<file path="src/rtl/legv8_multicycle_control_if.sv">
// Control bundle between the LEGv8 multicycle main control FSM and its datapath.
// The controller side (master) consumes the opcode and zero flag and drives every
// datapath enable/select; the datapath side (slave) is the mirror image.
interface legv8_multicycle_control_if #(parameter int COUNT_W = 16);
  logic [10:0]        Opcode;
  logic               Zero;
  logic [1:0]         ALUop;
  logic               ALUSrcA;
  logic [1:0]         ALUSrcB;
  logic               PCSource;
  logic               IRWrite;
  logic               PCWrite;
  logic               MemRead;
  logic               MemWrite;
  logic               RegWrite;
  logic               MemtoReg;
  logic               Reg2Loc;
  logic               InstrDone;
  logic               Illegal;
  logic [COUNT_W-1:0] InstrCount;

  modport master (
    input  Opcode, Zero,
    output ALUop, ALUSrcA, ALUSrcB, PCSource, IRWrite, PCWrite, MemRead,
           MemWrite, RegWrite, MemtoReg, Reg2Loc, InstrDone, Illegal, InstrCount
  );

  modport slave (
    output Opcode, Zero,
    input  ALUop, ALUSrcA, ALUSrcB, PCSource, IRWrite, PCWrite, MemRead,
           MemWrite, RegWrite, MemtoReg, Reg2Loc, InstrDone, Illegal, InstrCount
  );
endinterface

</file>
<file path="src/rtl/legv8_multicycle_control.sv">
// LEGv8 multicycle main control FSM. Sequences each instruction through
// fetch/decode/execute/memory/writeback, drives the datapath enables, flags
// undecodable opcodes (sticky) and counts retired instructions (saturating).
// State-dependent outputs are registered from the next state; only Reg2Loc in
// DECODE/MEM_ADDR (depends on the opcode, which the IR loads at the FETCH edge)
// and PCWrite in CBZ (depends on Zero) are formed combinationally.
module legv8_multicycle_control #(
  parameter int COUNT_W = 16
) (
  input  logic CLK,
  input  logic Reset_L,
  legv8_multicycle_control_if.master bus
);

  typedef enum logic [3:0] {
    IDLE, FETCH, DECODE, MEM_ADDR, MEM_READ, WB_MEM, MEM_WRITE,
    EXEC_R, WB_R, CBZ, BR, HALT
  } state_t;

  typedef enum logic [2:0] {
    CLS_NONE, CLS_LDUR, CLS_STUR, CLS_RTYPE, CLS_CBZ, CLS_B, CLS_ILLEGAL
  } class_t;

  typedef struct packed {
    logic [1:0] aluop;
    logic       alusrca;
    logic [1:0] alusrcb;
    logic       pcsource;
    logic       irwrite;
    logic       pcwrite;
    logic       memread;
    logic       memwrite;
    logic       regwrite;
    logic       memtoreg;
    logic       reg2loc;
    logic       instrdone;
  } ctrl_t;

  localparam logic [10:0] OP_LDUR = 11'b11111000010;
  localparam logic [10:0] OP_STUR = 11'b11111000000;
  localparam logic [10:0] OP_ADD  = 11'b10001011000;
  localparam logic [10:0] OP_SUB  = 11'b11001011000;
  localparam logic [10:0] OP_AND  = 11'b10001010000;
  localparam logic [10:0] OP_ORR  = 11'b10101010000;

  localparam logic [COUNT_W-1:0] COUNT_MAX = {COUNT_W{1'b1}};

  state_t             state;
  state_t             next_state;
  class_t             cls;
  class_t             op_class;
  ctrl_t              ctrl_q;
  ctrl_t              ctrl_next;
  logic               illegal_q;
  logic               reg2loc_dyn;
  logic [COUNT_W-1:0] count;

  // Classify the current opcode; anything not explicitly recognised is illegal.
  always_comb begin
    op_class = CLS_ILLEGAL;
    if (bus.Opcode == OP_LDUR)
      op_class = CLS_LDUR;
    else if (bus.Opcode == OP_STUR)
      op_class = CLS_STUR;
    else if (bus.Opcode[10:3] == 8'b10110100)
      op_class = CLS_CBZ;
    else if (bus.Opcode[10:5] == 6'b000101)
      op_class = CLS_B;
    else if (bus.Opcode == OP_ADD || bus.Opcode == OP_SUB ||
             bus.Opcode == OP_AND || bus.Opcode == OP_ORR)
      op_class = CLS_RTYPE;
  end

  // Next-state selection; DECODE dispatches on the live opcode class and
  // MEM_ADDR on the class latched when DECODE ended.
  always_comb begin
    next_state = state;
    case (state)
      IDLE:     next_state = FETCH;
      FETCH:    next_state = DECODE;
      DECODE: begin
        case (op_class)
          CLS_LDUR, CLS_STUR: next_state = MEM_ADDR;
          CLS_RTYPE:          next_state = EXEC_R;
          CLS_CBZ:            next_state = CBZ;
          CLS_B:              next_state = BR;
          default:            next_state = HALT;
        endcase
      end
      MEM_ADDR: next_state = (cls == CLS_STUR) ? MEM_WRITE : MEM_READ;
      MEM_READ: next_state = WB_MEM;
      EXEC_R:   next_state = WB_R;
      WB_MEM, MEM_WRITE, WB_R, CBZ, BR: next_state = FETCH;
      HALT:     next_state = HALT;
      default:  next_state = IDLE;
    endcase
  end

  // Moore output table for the state about to be entered, so the outputs can be
  // held in flops and still line up with the state they belong to.
  always_comb begin
    ctrl_next = '0;
    case (next_state)
      FETCH: begin
        ctrl_next.memread = 1'b1;
        ctrl_next.irwrite = 1'b1;
        ctrl_next.alusrcb = 2'b01;
        ctrl_next.pcwrite = 1'b1;
      end
      DECODE: begin
        ctrl_next.alusrcb = 2'b11;
      end
      MEM_ADDR: begin
        ctrl_next.alusrca = 1'b1;
        ctrl_next.alusrcb = 2'b10;
      end
      MEM_READ: begin
        ctrl_next.memread = 1'b1;
      end
      WB_MEM: begin
        ctrl_next.regwrite  = 1'b1;
        ctrl_next.memtoreg  = 1'b1;
        ctrl_next.instrdone = 1'b1;
      end
      MEM_WRITE: begin
        ctrl_next.memwrite  = 1'b1;
        ctrl_next.reg2loc   = 1'b1;
        ctrl_next.instrdone = 1'b1;
      end
      EXEC_R: begin
        ctrl_next.alusrca = 1'b1;
        ctrl_next.aluop   = 2'b10;
      end
      WB_R: begin
        ctrl_next.regwrite  = 1'b1;
        ctrl_next.instrdone = 1'b1;
      end
      CBZ: begin
        ctrl_next.alusrca   = 1'b1;
        ctrl_next.aluop     = 2'b01;
        ctrl_next.reg2loc   = 1'b1;
        ctrl_next.pcsource  = 1'b1;
        ctrl_next.instrdone = 1'b1;
      end
      BR: begin
        ctrl_next.pcsource  = 1'b1;
        ctrl_next.pcwrite   = 1'b1;
        ctrl_next.instrdone = 1'b1;
      end
      default: ctrl_next = '0;
    endcase
  end

  // Reg2Loc while the store/compare register operand is being read depends on
  // the opcode the IR only presents after the FETCH edge, so it stays combinational.
  always_comb begin
    reg2loc_dyn = 1'b0;
    if (state == DECODE)
      reg2loc_dyn = (op_class == CLS_STUR) || (op_class == CLS_CBZ);
    else if (state == MEM_ADDR)
      reg2loc_dyn = (bus.Opcode == OP_STUR);
  end

  // State, latched class, registered outputs, sticky illegal flag and the
  // saturating retired-instruction counter.
  always_ff @(posedge CLK or negedge Reset_L) begin
    if (!Reset_L) begin
      state     <= IDLE;
      cls       <= CLS_NONE;
      ctrl_q    <= '0;
      illegal_q <= 1'b0;
      count     <= '0;
    end else begin
      state  <= next_state;
      ctrl_q <= ctrl_next;
      if (state == DECODE)
        cls <= op_class;
      if (next_state == HALT)
        illegal_q <= 1'b1;
      if (ctrl_q.instrdone && count != COUNT_MAX)
        count <= count + COUNT_W'(1);
    end
  end

  assign bus.ALUop      = ctrl_q.aluop;
  assign bus.ALUSrcA    = ctrl_q.alusrca;
  assign bus.ALUSrcB    = ctrl_q.alusrcb;
  assign bus.PCSource   = ctrl_q.pcsource;
  assign bus.IRWrite    = ctrl_q.irwrite;
  assign bus.PCWrite    = ctrl_q.pcwrite | ((state == CBZ) & bus.Zero);
  assign bus.MemRead    = ctrl_q.memread;
  assign bus.MemWrite   = ctrl_q.memwrite;
  assign bus.RegWrite   = ctrl_q.regwrite;
  assign bus.MemtoReg   = ctrl_q.memtoreg;
  assign bus.Reg2Loc    = ctrl_q.reg2loc | reg2loc_dyn;
  assign bus.InstrDone  = ctrl_q.instrdone;
  assign bus.Illegal    = illegal_q;
  assign bus.InstrCount = count;

endmodule

</file>
<file path="src/flat_wrapper.sv">
// flat-port wrapper written by rule: the top's interface ports become plain ports
module legv8_multicycle_control_flat 
#(
  parameter int COUNT_W = 16
)
  (CLK, Reset_L, bus_Opcode, bus_Zero, bus_ALUop, bus_ALUSrcA, bus_ALUSrcB, bus_PCSource, bus_IRWrite, bus_PCWrite, bus_MemRead, bus_MemWrite, bus_RegWrite, bus_MemtoReg, bus_Reg2Loc, bus_InstrDone, bus_Illegal, bus_InstrCount);
  legv8_multicycle_control_if #(.COUNT_W(COUNT_W)) bus_i ();
  input  logic CLK;
  input  logic Reset_L;
  input wire logic [$bits(bus_i.Opcode)-1:0] bus_Opcode;
  input wire logic [$bits(bus_i.Zero)-1:0] bus_Zero;
  output wire logic [$bits(bus_i.ALUop)-1:0] bus_ALUop;
  output wire logic [$bits(bus_i.ALUSrcA)-1:0] bus_ALUSrcA;
  output wire logic [$bits(bus_i.ALUSrcB)-1:0] bus_ALUSrcB;
  output wire logic [$bits(bus_i.PCSource)-1:0] bus_PCSource;
  output wire logic [$bits(bus_i.IRWrite)-1:0] bus_IRWrite;
  output wire logic [$bits(bus_i.PCWrite)-1:0] bus_PCWrite;
  output wire logic [$bits(bus_i.MemRead)-1:0] bus_MemRead;
  output wire logic [$bits(bus_i.MemWrite)-1:0] bus_MemWrite;
  output wire logic [$bits(bus_i.RegWrite)-1:0] bus_RegWrite;
  output wire logic [$bits(bus_i.MemtoReg)-1:0] bus_MemtoReg;
  output wire logic [$bits(bus_i.Reg2Loc)-1:0] bus_Reg2Loc;
  output wire logic [$bits(bus_i.InstrDone)-1:0] bus_InstrDone;
  output wire logic [$bits(bus_i.Illegal)-1:0] bus_Illegal;
  output wire logic [$bits(bus_i.InstrCount)-1:0] bus_InstrCount;
  assign bus_i.Opcode = bus_Opcode;
  assign bus_i.Zero = bus_Zero;
  assign bus_ALUop = bus_i.ALUop;
  assign bus_ALUSrcA = bus_i.ALUSrcA;
  assign bus_ALUSrcB = bus_i.ALUSrcB;
  assign bus_PCSource = bus_i.PCSource;
  assign bus_IRWrite = bus_i.IRWrite;
  assign bus_PCWrite = bus_i.PCWrite;
  assign bus_MemRead = bus_i.MemRead;
  assign bus_MemWrite = bus_i.MemWrite;
  assign bus_RegWrite = bus_i.RegWrite;
  assign bus_MemtoReg = bus_i.MemtoReg;
  assign bus_Reg2Loc = bus_i.Reg2Loc;
  assign bus_InstrDone = bus_i.InstrDone;
  assign bus_Illegal = bus_i.Illegal;
  assign bus_InstrCount = bus_i.InstrCount;
  legv8_multicycle_control #(.COUNT_W(COUNT_W)) u_core (.CLK(CLK), .Reset_L(Reset_L), .bus(bus_i));
endmodule
</file>
<file path="config.mk">
export PLATFORM = sky130hd
export DESIGN_NAME = legv8_multicycle_control_flat
export DESIGN_NICKNAME = d
export VERILOG_FILES = /design/src/rtl/legv8_multicycle_control_if.sv /design/src/rtl/legv8_multicycle_control.sv /design/src/flat_wrapper.sv
export SDC_FILE = /design/constraint.sdc
export NUM_CORES = 1
export LEC_CHECK = 0
export ABC_AREA = 1
export CAP_MARGIN = 20
export CORE_UTILIZATION = 38
export CTS_CLUSTER_DIAMETER = 50
export DETAILED_ROUTE_END_ITERATION = 16
export DONT_BUFFER_PORTS = 1
export PLACE_DENSITY = 0.5
export REMOVE_ABC_BUFFERS = 1
export SKIP_LAST_GASP = 1
export SYNTH_ARGS = -nofsm -noshare
export SYNTH_HDL_FRONTEND = slang
export SYNTH_SLANG_ARGS = --single-unit
</file>
<file path="constraint.sdc">
create_clock -name CLK -period 3.28 [get_ports CLK]
set_clock_uncertainty 0.15 [all_clocks]
set_input_delay 0.164 -clock CLK [delete_from_list [all_inputs] [get_ports CLK]]
set_output_delay 0.164 -clock CLK [all_outputs]
set_load 0.05 [all_outputs]
</file>
==> reports/qor.csv <==
metric,value,unit
first_pass_iters,4,
synth.ff_latch_count,38,
power_frac_clock,24.0,%
h-tree-depth,2,
cp-end-kind,primary output,
rows,26,
syn-cell-area,0.00206,sq mm
start_kind,flip-flop,
period_share,72.3,%
dp_slack,1.05,ns
ant_nets,0,
drive_above_1_share,11.9,%
rsz0062_at_grt,no,
wl_per_cell,12.4,um
total_power,1980,uW
core,0.00517,sq mm
clk_latency,0.29,ns
post-route-util,43.9,%
combPwrFrac,29.3,%
area_growth,10.4,%
initial_utilization,39.8,%
p_int,1080,uW
design_area,0.00227,sq mm
cts_setup_buffers,0,
grt_usage,16.2,%
place_congestion,0.768,
grt_pass1_wl,6750,um
crit_required,2.97,ns
crit_type,flip-flop to primary output,
powerDensity,870,mW/mm^2
die_w,75.6,um
cp.arrival,2.06,ns
hold_viol_final,0,
switching_share,45.1,%
grt_pass1_vias,1530,
fin_setup_tns,0,ns
viasPerCell,4.72,
cts_buffer_depth,2,
cts_root_buf,clkbuf_8,
worst_pin_slew,1.08,ns
wirelength,4120,um
period_minus_slack,2.37,ns
vias,1562,
setup_viol,0,
yosysWarnings,0,
post-route-drc-count,0,
cts.sinks,38,
io_buffers,0,
design.portCount,45,
postCtsResizedCells,0,
switching_power,892,uW
placed_area,0.00210,sq mm
grt_max_degree,39,
die_area,0.00571,sq mm
slew_headroom,27.8,%
die_y,75.6,um
antenna_found_initial,0,
status,"complete, no violations",
grt.overflow.total,0,
netlist_instances,256,
ir_worst_vdd,357,uV
leakagePower,0.00116,uW
min_path_type,primary input to flip-flop,
clkSlewWorstSetupHoldPaths,0.08,ns
avgSynthCellArea,8.04,sq um
seq_power_share,46.7,%
fmax,422,MHz
synth.distinct_cells,30,
post-dp-hpwl,3120,um
n_antenna_cell,0,
finish.net_count,275,
ys_seq_area_share,46.2,%
num-fill-cells,511,
cts_tree,built,
drt_iter0_drc,51,
worst_slack,0.909,ns
critical_path_peak_fanout,6,
cts_buffers,5,
slew_violations,0,
drv_cap,0,
[metal layers]
layer  part of all wire, %  vias to the layer above  track usage, %
li1                      -                      805               -
met1                    42                      704            18.9
met2                    50                       45            28.3
met3                   6.5                        8            4.89
met4                   1.5                        0            5.56
met5                     0                        -               0
[what timing repair did]
action / CTS / global route
endpoints found under the setup margin: 0 / 0
hold buffers: 2 / 0
hold endpoints to repair: 38 / 0
[cell usage in the layout (no fill, tap or decap), drive strengths merged]
master | synthesis | routed
nor3b | 1 | 1
nor2 | 30 | 30
nand3b | 2 | 2
o21bai | 1 | 1
xnor2 | 3 | 3
xor2 | 12 | 12
a21oi | 5 | 5
nand2 | 73 | 73
inv | 42 | 42
nand3 | 14 | 14
dfrtp | 38 | 38
nand4 | 5 | 5
bufinv | 0 | 2
dlygate4sd3 | 0 | 1
nor3 | 10 | 10
a21o | 1 | 1
o22ai | 3 | 3
clkinv | 0 | 1
o2111ai | 1 | 1
ha | 1 | 1
buf | 5 | 1
o21ai | 8 | 8
clkbuf | 0 | 5
a31o | 1 | 1
[cell families (layout without fill, tap and decap cells)]
family          count (synthesis)  after routing  share of synthesized area, %
flops                          38             38                          46.2
compound gates                 20             20                          6.38
buf+inv                        47             52                          9.67
fa+ha+maj                       1              1                         0.608
simple gates                  135            135                          30.8
xor+xnor                       15             15                          6.38
[Yosys cell counts (all sizes together)]
cell type   n  area [sq um]
a21o        1          7.51
a21oi       5          25.0
a31o        1          8.76
buf         5          41.3
dfrtp      38           951
ha          1          12.5
inv        42           158
nand2      73           299
nand3      14          85.1
nand3b      2          15.0
nand4       5          31.3
nor2       30           135
nor3       10          55.1
nor3b       1          12.5
o2111ai     1          8.76
o21ai       8          43.8
o21bai      1          18.8
o22ai       3          18.8
xnor2       3          26.3
xor2       12           105
[per-stage QoR]
| step | hold WS (ns) | std cells |
|---|---|---|
| detailed placement | -0.281 | 321 |
| global placement | -0.281 | 321 |
| CTS | 0.111 | 331 |
| global route | 0.127 | 331 |
| floorplan | -0.282 | 251 |
| finish | 0.114 | 331 |
[final timing paths]
check,from,endpoint,slack [ns],cells after the start
max,u_core.state[2],bus_Reg2Loc,0.91,7
min,bus_Opcode[7],u_core.bus.ALUop[1],0.11,5
max reg2reg,u_core.bus.InstrCount[1],u_core.bus.InstrCount[2],1.05,8
min reg2reg,u_core.cls[1],u_core.cls[1],0.36,2
max in group asynchronous,Reset_L,u_core.cls[2],2.58,2
min in group asynchronous,Reset_L,u_core.bus.InstrCount[2],0.21,2
[worst max-delay path: stages, from the launching register on]
cell and delay (ns):
dfrtp_1 0.42, nor2_2 0.18, inv_1 0.10, nor2_4 0.18, nand2_4 0.11, nor2_4 0.14
nand2_1 0.13, o2111ai_1 0.50
[power by group through the flow]
stage,sequential (uW),combinational [uW],clock (uW)
3_5_place_dp,936,570,0
3_3_place_gp,932,573,0
4_1_cts,926,587,487
6_report,923,579,475
5_1_grt,942,667,505
2_1_floorplan,911,476,0
[final cells by class]
type,instances,area [sq um],share of cell area (%)
sequential,38,951,41.9
multi-input combinational,171,908,40.0
inverter,42,158,6.94
tap,70,87.6,3.85
clock buffer,5,68.8,3.03
clock inverter,3,68.8,3.03
timing repair buffer,2,30.0,1.32
[flip-flops by register name (all words and copies together), names as in the netlist]
| name | count |
|---|---|
| u_core.bus.Illegal | 1 |
| u_core.bus.MemtoReg | 1 |
| u_core.bus.ALUSrcA | 1 |
| u_core.bus.InstrDone | 1 |
| u_core.bus.MemWrite | 1 |
| u_core.bus.ALUop | 2 |
| u_core.bus.InstrCount | 16 |
| u_core.cls | 3 |
| u_core.bus.RegWrite | 1 |
| u_core.bus.IRWrite | 1 |
| u_core.bus.PCSource | 1 |
| u_core.ctrl_q | 2 |
| u_core.bus.ALUSrcB | 2 |
| u_core.bus.MemRead | 1 |
| u_core.state | 4 |
Power figures use the tool's default switching activity.
